File: config.mk
export PLATFORM = sky130hd
export DESIGN_NAME = id_ex_pipe_reg
export DESIGN_NICKNAME = d
export VERILOG_FILES = /design/src/rtl/id_ex_pipe_reg.sv
export SDC_FILE = /design/constraint.sdc
export NUM_CORES = 1
export LEC_CHECK = 0
export ABC_AREA = 1
export CAP_MARGIN = 40
export CORE_ASPECT_RATIO = 0.5
export CORE_MARGIN = 2
export CORE_UTILIZATION = 44
export DETAILED_ROUTE_END_ITERATION = 7
export PLACE_DENSITY = 0.81
export SETUP_SLACK_MARGIN = 0.1
export SYNTH_ARGS = -nofsm -noshare
export SYNTH_HDL_FRONTEND = slang
export SYNTH_SLANG_ARGS = --single-unit
File: constraint.sdc
create_clock -name clk -period 7.9 [get_ports clk]
set_input_delay 1.975 -clock clk [delete_from_list [all_inputs] [get_ports clk]]
set_output_delay 1.975 -clock clk [all_outputs]
set_load 0.05 [all_outputs]
File: src/rtl/id_ex_pipe_reg.sv
// id_ex_pipe_reg: ID->EX pipeline register, one falling edge of latency; ID_EX_SKID_EN adds a second (skid) entry.
// Back-pressure: holds everything while out_ready=0; in_ready is combinational without skid, registered with skid.
module id_ex_pipe_reg #(
   parameter int DATA_W = 32,
   parameter int RA_W   = 5,
   parameter int CTRL_W = 9
) (
   input  logic              clk,
   input  logic              reset,
   input  logic              flush,
   input  logic              in_valid,
   output logic              in_ready,
   input  logic [CTRL_W-1:0] ctrl_in,
   input  logic [DATA_W-1:0] pc_next_in,
   input  logic [DATA_W-1:0] rs_data_in,
   input  logic [DATA_W-1:0] rt_data_in,
   input  logic [DATA_W-1:0] imm_in,
   input  logic [RA_W-1:0]   rs_addr_in,
   input  logic [RA_W-1:0]   rt_addr_in,
   input  logic [RA_W-1:0]   rd_addr_in,
   output logic              out_valid,
   input  logic              out_ready,
   output logic [CTRL_W-1:0] ctrl_out,
   output logic [DATA_W-1:0] pc_next_out,
   output logic [DATA_W-1:0] rs_data_out,
   output logic [DATA_W-1:0] rt_data_out,
   output logic [DATA_W-1:0] imm_out,
   output logic [RA_W-1:0]   rs_addr_out,
   output logic [RA_W-1:0]   rt_addr_out,
   output logic [RA_W-1:0]   rd_addr_out,
   output logic [15:0]       stall_cnt
);

   typedef struct packed {
      logic [CTRL_W-1:0] ctrl;
      logic [DATA_W-1:0] pc_next;
      logic [DATA_W-1:0] rs_data;
      logic [DATA_W-1:0] rt_data;
      logic [DATA_W-1:0] imm;
      logic [RA_W-1:0]   rs_addr;
      logic [RA_W-1:0]   rt_addr;
      logic [RA_W-1:0]   rd_addr;
   } payload_t;

   typedef enum logic [1:0] {EMPTY = 2'd0, MAIN = 2'd1, BOTH = 2'd2} state_t;

   state_t   state, state_nxt;
   payload_t in_dat, main_q;
   logic     in_xfer, out_xfer, load_main;

   assign in_dat = {ctrl_in, pc_next_in, rs_data_in, rt_data_in, imm_in,
                    rs_addr_in, rt_addr_in, rd_addr_in};

   assign out_valid = (state != EMPTY);
   assign in_xfer   = in_valid && in_ready;
   assign out_xfer  = out_valid && out_ready;

`ifdef ID_EX_SKID_EN
   payload_t skid_q;
   logic     load_skid, main_from_skid, in_ready_q;

   assign in_ready = in_ready_q;
`else
   assign in_ready = !out_valid || out_ready;
`endif

   always_comb begin
      state_nxt = state;
      load_main = 1'b0;
`ifdef ID_EX_SKID_EN
      load_skid      = 1'b0;
      main_from_skid = 1'b0;
`endif
      if (flush) begin
         state_nxt = EMPTY;
      end else begin
         case (state)
            EMPTY: begin
               if (in_xfer) begin
                  state_nxt = MAIN;
                  load_main = 1'b1;
               end
            end
            MAIN: begin
               if (in_xfer) begin
                  if (out_xfer) begin
                     load_main = 1'b1;
                  end
`ifdef ID_EX_SKID_EN
                  else begin
                     state_nxt = BOTH;
                     load_skid = 1'b1;
                  end
`endif
               end else if (out_xfer) begin
                  state_nxt = EMPTY;
               end
            end
`ifdef ID_EX_SKID_EN
            BOTH: begin
               if (out_xfer) begin
                  state_nxt      = MAIN;
                  main_from_skid = 1'b1;
               end
            end
`endif
            default: state_nxt = EMPTY;
         endcase
      end
   end

   always_ff @(negedge clk or posedge reset) begin
      if (reset) begin
         state <= EMPTY;
      end else begin
         state <= state_nxt;
      end
   end

   always_ff @(negedge clk or posedge reset) begin
      if (reset) begin
         main_q <= '0;
      end else if (load_main) begin
         main_q <= in_dat;
      end
`ifdef ID_EX_SKID_EN
      else if (main_from_skid) begin
         main_q <= skid_q;
      end
`endif
   end

`ifdef ID_EX_SKID_EN
   // Ready is the registered "skid will be empty" so out_ready never reaches in_ready combinationally.
   always_ff @(negedge clk or posedge reset) begin
      if (reset) begin
         skid_q     <= '0;
         in_ready_q <= 1'b1;
      end else begin
         in_ready_q <= (state_nxt != BOTH);
         if (load_skid) begin
            skid_q <= in_dat;
         end
      end
   end
`endif

   always_ff @(negedge clk or posedge reset) begin
      if (reset) begin
         stall_cnt <= '0;
      end else if (out_valid && !out_ready && !flush && (stall_cnt != 16'hFFFF)) begin
         stall_cnt <= stall_cnt + 16'd1;
      end
   end

   // Bubbles must never carry live control into EX.
   assign ctrl_out    = out_valid ? main_q.ctrl : '0;
   assign pc_next_out = main_q.pc_next;
   assign rs_data_out = main_q.rs_data;
   assign rt_data_out = main_q.rt_data;
   assign imm_out     = main_q.imm;
   assign rs_addr_out = main_q.rs_addr;
   assign rt_addr_out = main_q.rt_addr;
   assign rd_addr_out = main_q.rd_addr;

endmodule
==> results of run 1 <==
-- layout make-up --
class | instances | area [um^2] | share of cell area [%]
Tap cell | 240 | 300.3 | 2.682
Timing Repair Buffer | 335 | 3373 | 30.12
Sequential cell | 169 | 4229 | 37.77
Inverter | 26 | 101.3 | 0.9050
Clock inverter | 13 | 121.4 | 1.084
Multi-Input combinational cell | 287 | 2634 | 23.52
Clock buffer | 18 | 439.2 | 3.922
-- power groups by stage --
stage	logic, uW	registers [uW]	clock network (uW)
CTS	1220	1140	819
floorplan	934	1170	0
global route	1250	1160	853
finish	1210	1140	795
detailed placement	1220	1150	0
global placement	1200	1140	0
-- layout by cell type (no fill, tap or decap) --
master             n
nand2_1           84
ha_1               1
clkdlybuf4s50_1  316
xnor2_1            1
clkinv_2           2
buf_12             5
nand3_2            1
nor2_2             1
nor2_1            17
nand2_2            2
o21ai_0            7
xor2_1             2
inv_6              3
inv_2              3
mux2_4            80
clkbuf_16         17
nand4_1            5
nand3_1            7
bufinv_16          1
nand3_4            1
inv_1             22
clkbuf_8           1
mux2_2            72
buf_4             13
dfrtn_1          169
clkinv_4           2
dlymetal6s2s_1     1
o21ai_2            3
clkinvlp_4         6
nand3b_1           1
nor2_4             2
-- state kept, by name, summed over array words and instances, names as in the netlist --
signal,cells
imm_out,32
pc_next_out,32
rs_data_out,32
rt_data_out,32
stall_cnt,16
main_q,9
rd_addr_out,5
rs_addr_out,5
rt_addr_out,5
state,1
-- per-stage QoR --
step | setup WS [ns] | hold slack (ns)
after floorplan | -0.05935 | 0.4397
after detailed placement | 0.2951 | 0.4520
after CTS | 0.1544 | 0.4519
final | 0.2181 | 0.4488
after global placement | 0.3346 | 0.4475
after global routing | 0.1667 | 0.4585
-- metal layers --
| layer | vias up | global-route usage [%] | wire, um |
|---|---|---|---|
| met5 | - | 0 | 0 |
| met4 | 0 | 5.899 | 283 |
| li1 | 2341 | - | - |
| met3 | 21 | 5.007 | 945 |
| met2 | 143 | 32.45 | 9703 |
| met1 | 2447 | 22.42 | 7613 |
-- path summary, 6_finish.rpt --
kind / from / endpoint / depth (start not counted)
setup / recovery: stall_cnt[10] / stall_cnt[10] / 1
hold / removal: rt_addr_out[0] / rt_addr_out[0] / 1
setup reg to reg: stall_cnt[0] / stall_cnt[12] / 8
hold reg to reg: rt_addr_out[0] / rt_addr_out[0] / 1
max in group asynchronous: reset / rs_data_out[0] / 3
min in group asynchronous: reset / stall_cnt[3] / 3
-- logic make-up after synthesis --
| family | after synthesis | synth area share, % |
|---|---|---|
| multiplexers | 152 | 24.60 |
| adder cells (fa/ha/maj) | 1 | 0.1530 |
| flip-flops | 169 | 51.71 |
| AO/OA/AOI/OAI | 10 | 0.7496 |
| buffers and inverters | 187 | 16.18 |
| XOR/XNOR | 3 | 0.3213 |
| AND/OR/NAND/NOR | 121 | 6.287 |
==> flow_metrics.py, run 1 <==
metrics = {
    "run_status": {
        "status": "finished clean",
    },
    "finish": {
        "num_antenna_cells": 0,
        "n_fill_cell": 1419,
        "final_nets": 994,
        "stdcell_count": 1088,
        "drive_gt1_share_pct": 25.35,
        "fin_area_um2": 11200,
        "fin_util_pct": 61.18,
        "area_growth_pct": 36.91,
    },
    "synth": {
        "synth_nets": 801,
        "synth_edf_count": 0,
        "synth_top_area_share_pct": 51.71,
        "synthArstFlopShare_pct": 100.0,
        "synthCells": 643,
        "post_synth.cell_area_avg_um2": 12.72,
        "ys_ff_latch": 169,
        "yosys_warnings": 0,
        "yosys.area.top_type": "dfrtn_1",
        "synthFlopType": "dfrtn_1",
        "synth_most_common_cell": "dfrtn_1",
        "ys_top_cells_by_area": "dfrtn_1 (52%), mux2_4 (15%), buf_4 (13%)",
        "synthesis.area_um2": 8179,
        "yosys-top-cells-count": "dfrtn_1 (169), buf_4 (143), nand2_1 (84)",
        "seq_area_frac_synth_pct": 51.71,
        "ys_types": 22,
    },
    "worst_setup_path": {
        "cp-end-kind": "primary output",
        "required_ns": 5.93,
        "cp_slowest_cell": "clkdlybuf4s50_1",
        "worstPathArrival_ns": 5.71,
        "reg2reg_setup_slack_ns": 6.02,
        "cp_top_family": "buffers and inverters",
        "cp_max_fo": 6,
        "slowest_delay_ns": 0.86,
        "worst-setup-path-type": "flip-flop to primary output",
        "cp_num_buf_inv": 1,
        "cp-start-kind": "flip-flop",
        "crit_chain": "clkdlybuf4s50_1",
    },
    "place": {
        "port_buffers": 326,
        "placedCellCount": 1057,
        "dp_hpwl_mm": 13.77,
        "place_congestion": 0.8082,
        "place_area_um2": 10640,
    },
    "power_and_ir_drop": {
        "power.density_nw_per_um2": 280.7,
        "peakVddDrop_mv": 0.1488,
        "p_leak_uw": 0.005040,
        "power_uw": 3143,
        "clock_power_share_pct": 25.3,
        "p_seq_share_pct": 36.2,
        "comb_power_share_pct": 38.5,
        "p_sw_uw": 1182,
        "internal_power_uw": 1961,
        "switching_share_pct": 37.61,
    },
    "floorplanning": {
        "rows": 35,
        "dieHeight_um": 100.4,
        "die_w_um": 196.8,
        "coreArea_um2": 18310,
        "initial_core_util_pct": 44.68,
        "io_pins": 327,
        "dieArea_um2": 19760,
    },
    "route": {
        "avgViaCountPerCell": 4.551,
        "drt_iter0_drc": 133,
        "wire_per_inst_um": 17.05,
        "route.vias.total": 4952,
        "drtAntennaViolNets": 0,
        "wl_mm": 18.55,
        "dr.pass1.iters": 4,
        "drcViolationCount": 0,
    },
    "global_routing": {
        "grt_use_total_pct": 18.49,
        "grt_pass1_wl_mm": 28.12,
        "grt_max_degree": 98,
        "antenna_found_initial": 0,
        "grt-ovfl-total": 0,
        "first_global_vias": 5182,
    },
    "flow_run": {
        "maxCapViolations": 0,
    },
    "sta": {
        "max_slew_margin_pct": 62.05,
        "fin_setup_tns_ns": 0,
        "rsz0062_at_grt": "false",
        "hold_viol": 0,
        "fin_worst_skew_ns": 0.007727,
        "setup_violations": 0,
        "report.final.slew_viol_count": 0,
        "tightest_slew_ns": 0.5675,
    },
    "clock_network": {
        "postCtsSetupBuffers": 0,
        "clock-sinks": 169,
        "cts_buffers": 17,
        "worstSkewPairLatency_ns": 0.39,
        "cts_tree": "done",
        "cts_resized": 0,
        "cts_root_buffer": "clkbuf_16",
        "htreeDepth": 4,
        "cts.path.max_buffers": 2,
        "cts_hold_buf": 0,
        "clkTransAtPathRegs_ns": 0.05,
    },
    "min_path": {
        "hold_class": "flip-flop to flip-flop",
    },
}
Power figures use the tool's default switching activity.
==> inputs of run 2 (changes only) <==
Settings changed: CORE_UTILIZATION 44 to 45, CTS_BUF_LIST set to sky130_fd_sc_hd__clkbuf_8, PLACE_DENSITY 0.81 to 0.83.
==> run 2 against run 1 <==
  * First-iteration DRC count increased by 6.0%
  * Die area decreased by 2.2%
  * Sequential share of layout area increased by 0.68 points
  * Global-route usage increased by 1.3 points
  * Clock skew increased by 0.0072 ns
  * Sequential power about the same
  * Via count increased by 1.2%
  * Core utilization increased by 1.4 points
  * Flip-flop and latch count unchanged
  * Critical endpoint is now stall_cnt[0]
  * Worst setup slack got worse by 0.025 ns
  * Wire length increased by 2.5%
==> flow_metrics.py, run 2 (synthesized netlist as in run 1, its figures left out) <==
metrics = {
    "route": {
        "avgViaCountPerCell": 4.618,
        "wire_per_inst_um": 17.52,
        "drcViolationCount": 0,
        "drt_iter0_drc": 141,
        "top_layer": "met4",
        "wl_met1_mm": 7.793,
        "wl_mm": 19.01,
        "route.vias.total": 5010,
        "dr_wl_met3_um": 762,
        "drtAntennaViolNets": 0,
        "dr_wl_met2_mm": 10.12,
        "dr.pass1.iters": 4,
    },
    "sta": {
        "rsz0062_at_grt": "false",
        "max_slew_margin_pct": 62.54,
        "setup_violations": 0,
        "fin_worst_skew_ns": 0.01495,
        "hold_viol": 0,
        "holdWs_ns": 0.4517,
        "tightest_slew_ns": 0.5602,
        "fin_setup_tns_ns": 0,
        "report.final.slew_viol_count": 0,
    },
    "worst_setup_path": {
        "worstSetupPathDepth": 1,
        "worstPathArrival_ns": 5.73,
        "cp_top_family": "buffers and inverters",
        "slowest_delay_ns": 0.88,
        "cp_num_buf_inv": 1,
        "r2r_end": "stall_cnt[9]",
        "cp-start-kind": "flip-flop",
        "required_ns": 5.93,
        "cp_slowest_cell": "clkdlybuf4s50_1",
        "reg2reg_setup_slack_ns": 6.07,
        "crit_chain": "clkdlybuf4s50_1",
        "cp-end-kind": "primary output",
        "cp_max_fo": 8,
        "r2r-start": "stall_cnt[0]",
        "worst-setup-path-type": "flip-flop to primary output",
        "reg2reg_depth": 8,
    },
    "place": {
        "placedCellCount": 1055,
        "port_buffers": 326,
        "dp_hpwl_mm": 14.43,
        "place_congestion": 0.8245,
    },
    "min_path": {
        "hold_class": "flip-flop to flip-flop",
        "min_path_cells": 1,
        "hold_end": "rs_addr_out[1]",
        "min_from": "rs_addr_out[1]",
    },
    "power_and_ir_drop": {
        "peakVddDrop_mv": 0.1083,
        "power_uw": 2901,
        "power.density_nw_per_um2": 263.7,
        "p_leak_uw": 0.004956,
    },
    "global_routing": {
        "grt-ovfl-total": 0,
        "grt_use_total_pct": 19.82,
        "grt_max_degree": 62,
        "first_global_vias": 5482,
        "grt_pass1_wl_mm": 29.79,
        "antenna_found_initial": 0,
    },
    "floorplanning": {
        "dieHeight_um": 99.33,
        "io_pins": 327,
        "coreArea_um2": 17570,
        "die_w_um": 194.7,
        "dieArea_um2": 19340,
        "rows": 34,
        "initial_core_util_pct": 46.55,
    },
    "finish": {
        "final_nets": 998,
        "fin_util_pct": 62.61,
        "stdcell_count": 1085,
        "num_antenna_cells": 0,
        "multi_input_area_um2": 2634,
        "final_cell_mix": "clkdlybuf4s50_1 (316), dfrtn_1 (169), nand2_1 (84)",
        "n_fill_cell": 1388,
        "final_common_cell": "clkdlybuf4s50_1",
        "drive_gt1_share_pct": 25.62,
        "seq_area_um2": 4229,
        "area_growth_pct": 34.50,
    },
    "flow_run": {
        "maxCapViolations": 0,
    },
    "clock_network": {
        "htreeDepth": 4,
        "postCtsSetupBuffers": 0,
        "cts_root_buffer": "clkbuf_8",
        "cts.path.max_buffers": 2,
        "clkTransAtPathRegs_ns": 0.06,
        "cts_buffers": 17,
        "cts_tree": "done",
        "cts_resized": 0,
        "cts_hold_buf": 0,
        "clock-sinks": 169,
        "worstSkewPairLatency_ns": 0.38,
    },
    "run_status": {
        "status": "finished clean",
    },
}
[run 2: cell types whose count changed in the layout (fill, tap and decap cells not counted), sizes merged]
cell / before / now
buf: 18 / 23
inv: 28 / 30
bufinv: 1 / 0
clkbuf: 18 / 17
clkinvlp: 6 / 5
dlymetal6s2s: 1 / 0
[run 2: worst max path at each step]
stage	end	from	slack, ns
after CTS	stall_cnt[0]	stall_cnt[0]	0.16
after floorplan	imm_out[0]	reset	-0.06
final	stall_cnt[0]	stall_cnt[0]	0.19
after global placement	rt_data_out[11]	out_ready	0.37
after global routing	stall_cnt[0]	stall_cnt[0]	0.13
after detailed placement	rt_data_out[1]	out_ready	0.34
[run 2: where the power goes]
part	total (uW)	switching, uW	internal, uW
registers	1140	103	1030
clock network	549	331	218
logic	1220	730	487
[run 2: cell type report]
| cell class | count | area share [%] |
|---|---|---|
| well taps | 234 | 2.662 |
| clock buffers | 17 | 2.127 |
| flip-flops and latches | 169 | 38.44 |
| inverters | 26 | 0.9213 |
| clock inverters | 13 | 0.8985 |
| multi-input cells | 287 | 23.94 |
| repair buffers | 339 | 31.01 |
[run 2: metal layers]
layer	vias to the layer above	GRT usage, %
met5	-	0
met2	139	36.45
met1	2505	23.71
met3	23	3.764
li1	2343	-
met4	0	6.450
[run 2: through the flow]
step           setup WS [ns]  cell area (um^2)
5_1_grt               0.1332             11000
4_1_cts               0.1608             11000
3_3_place_gp          0.3730             10670
6_report              0.1933             11000
2_1_floorplan       -0.05935              8183
3_5_place_dp          0.3439             10670
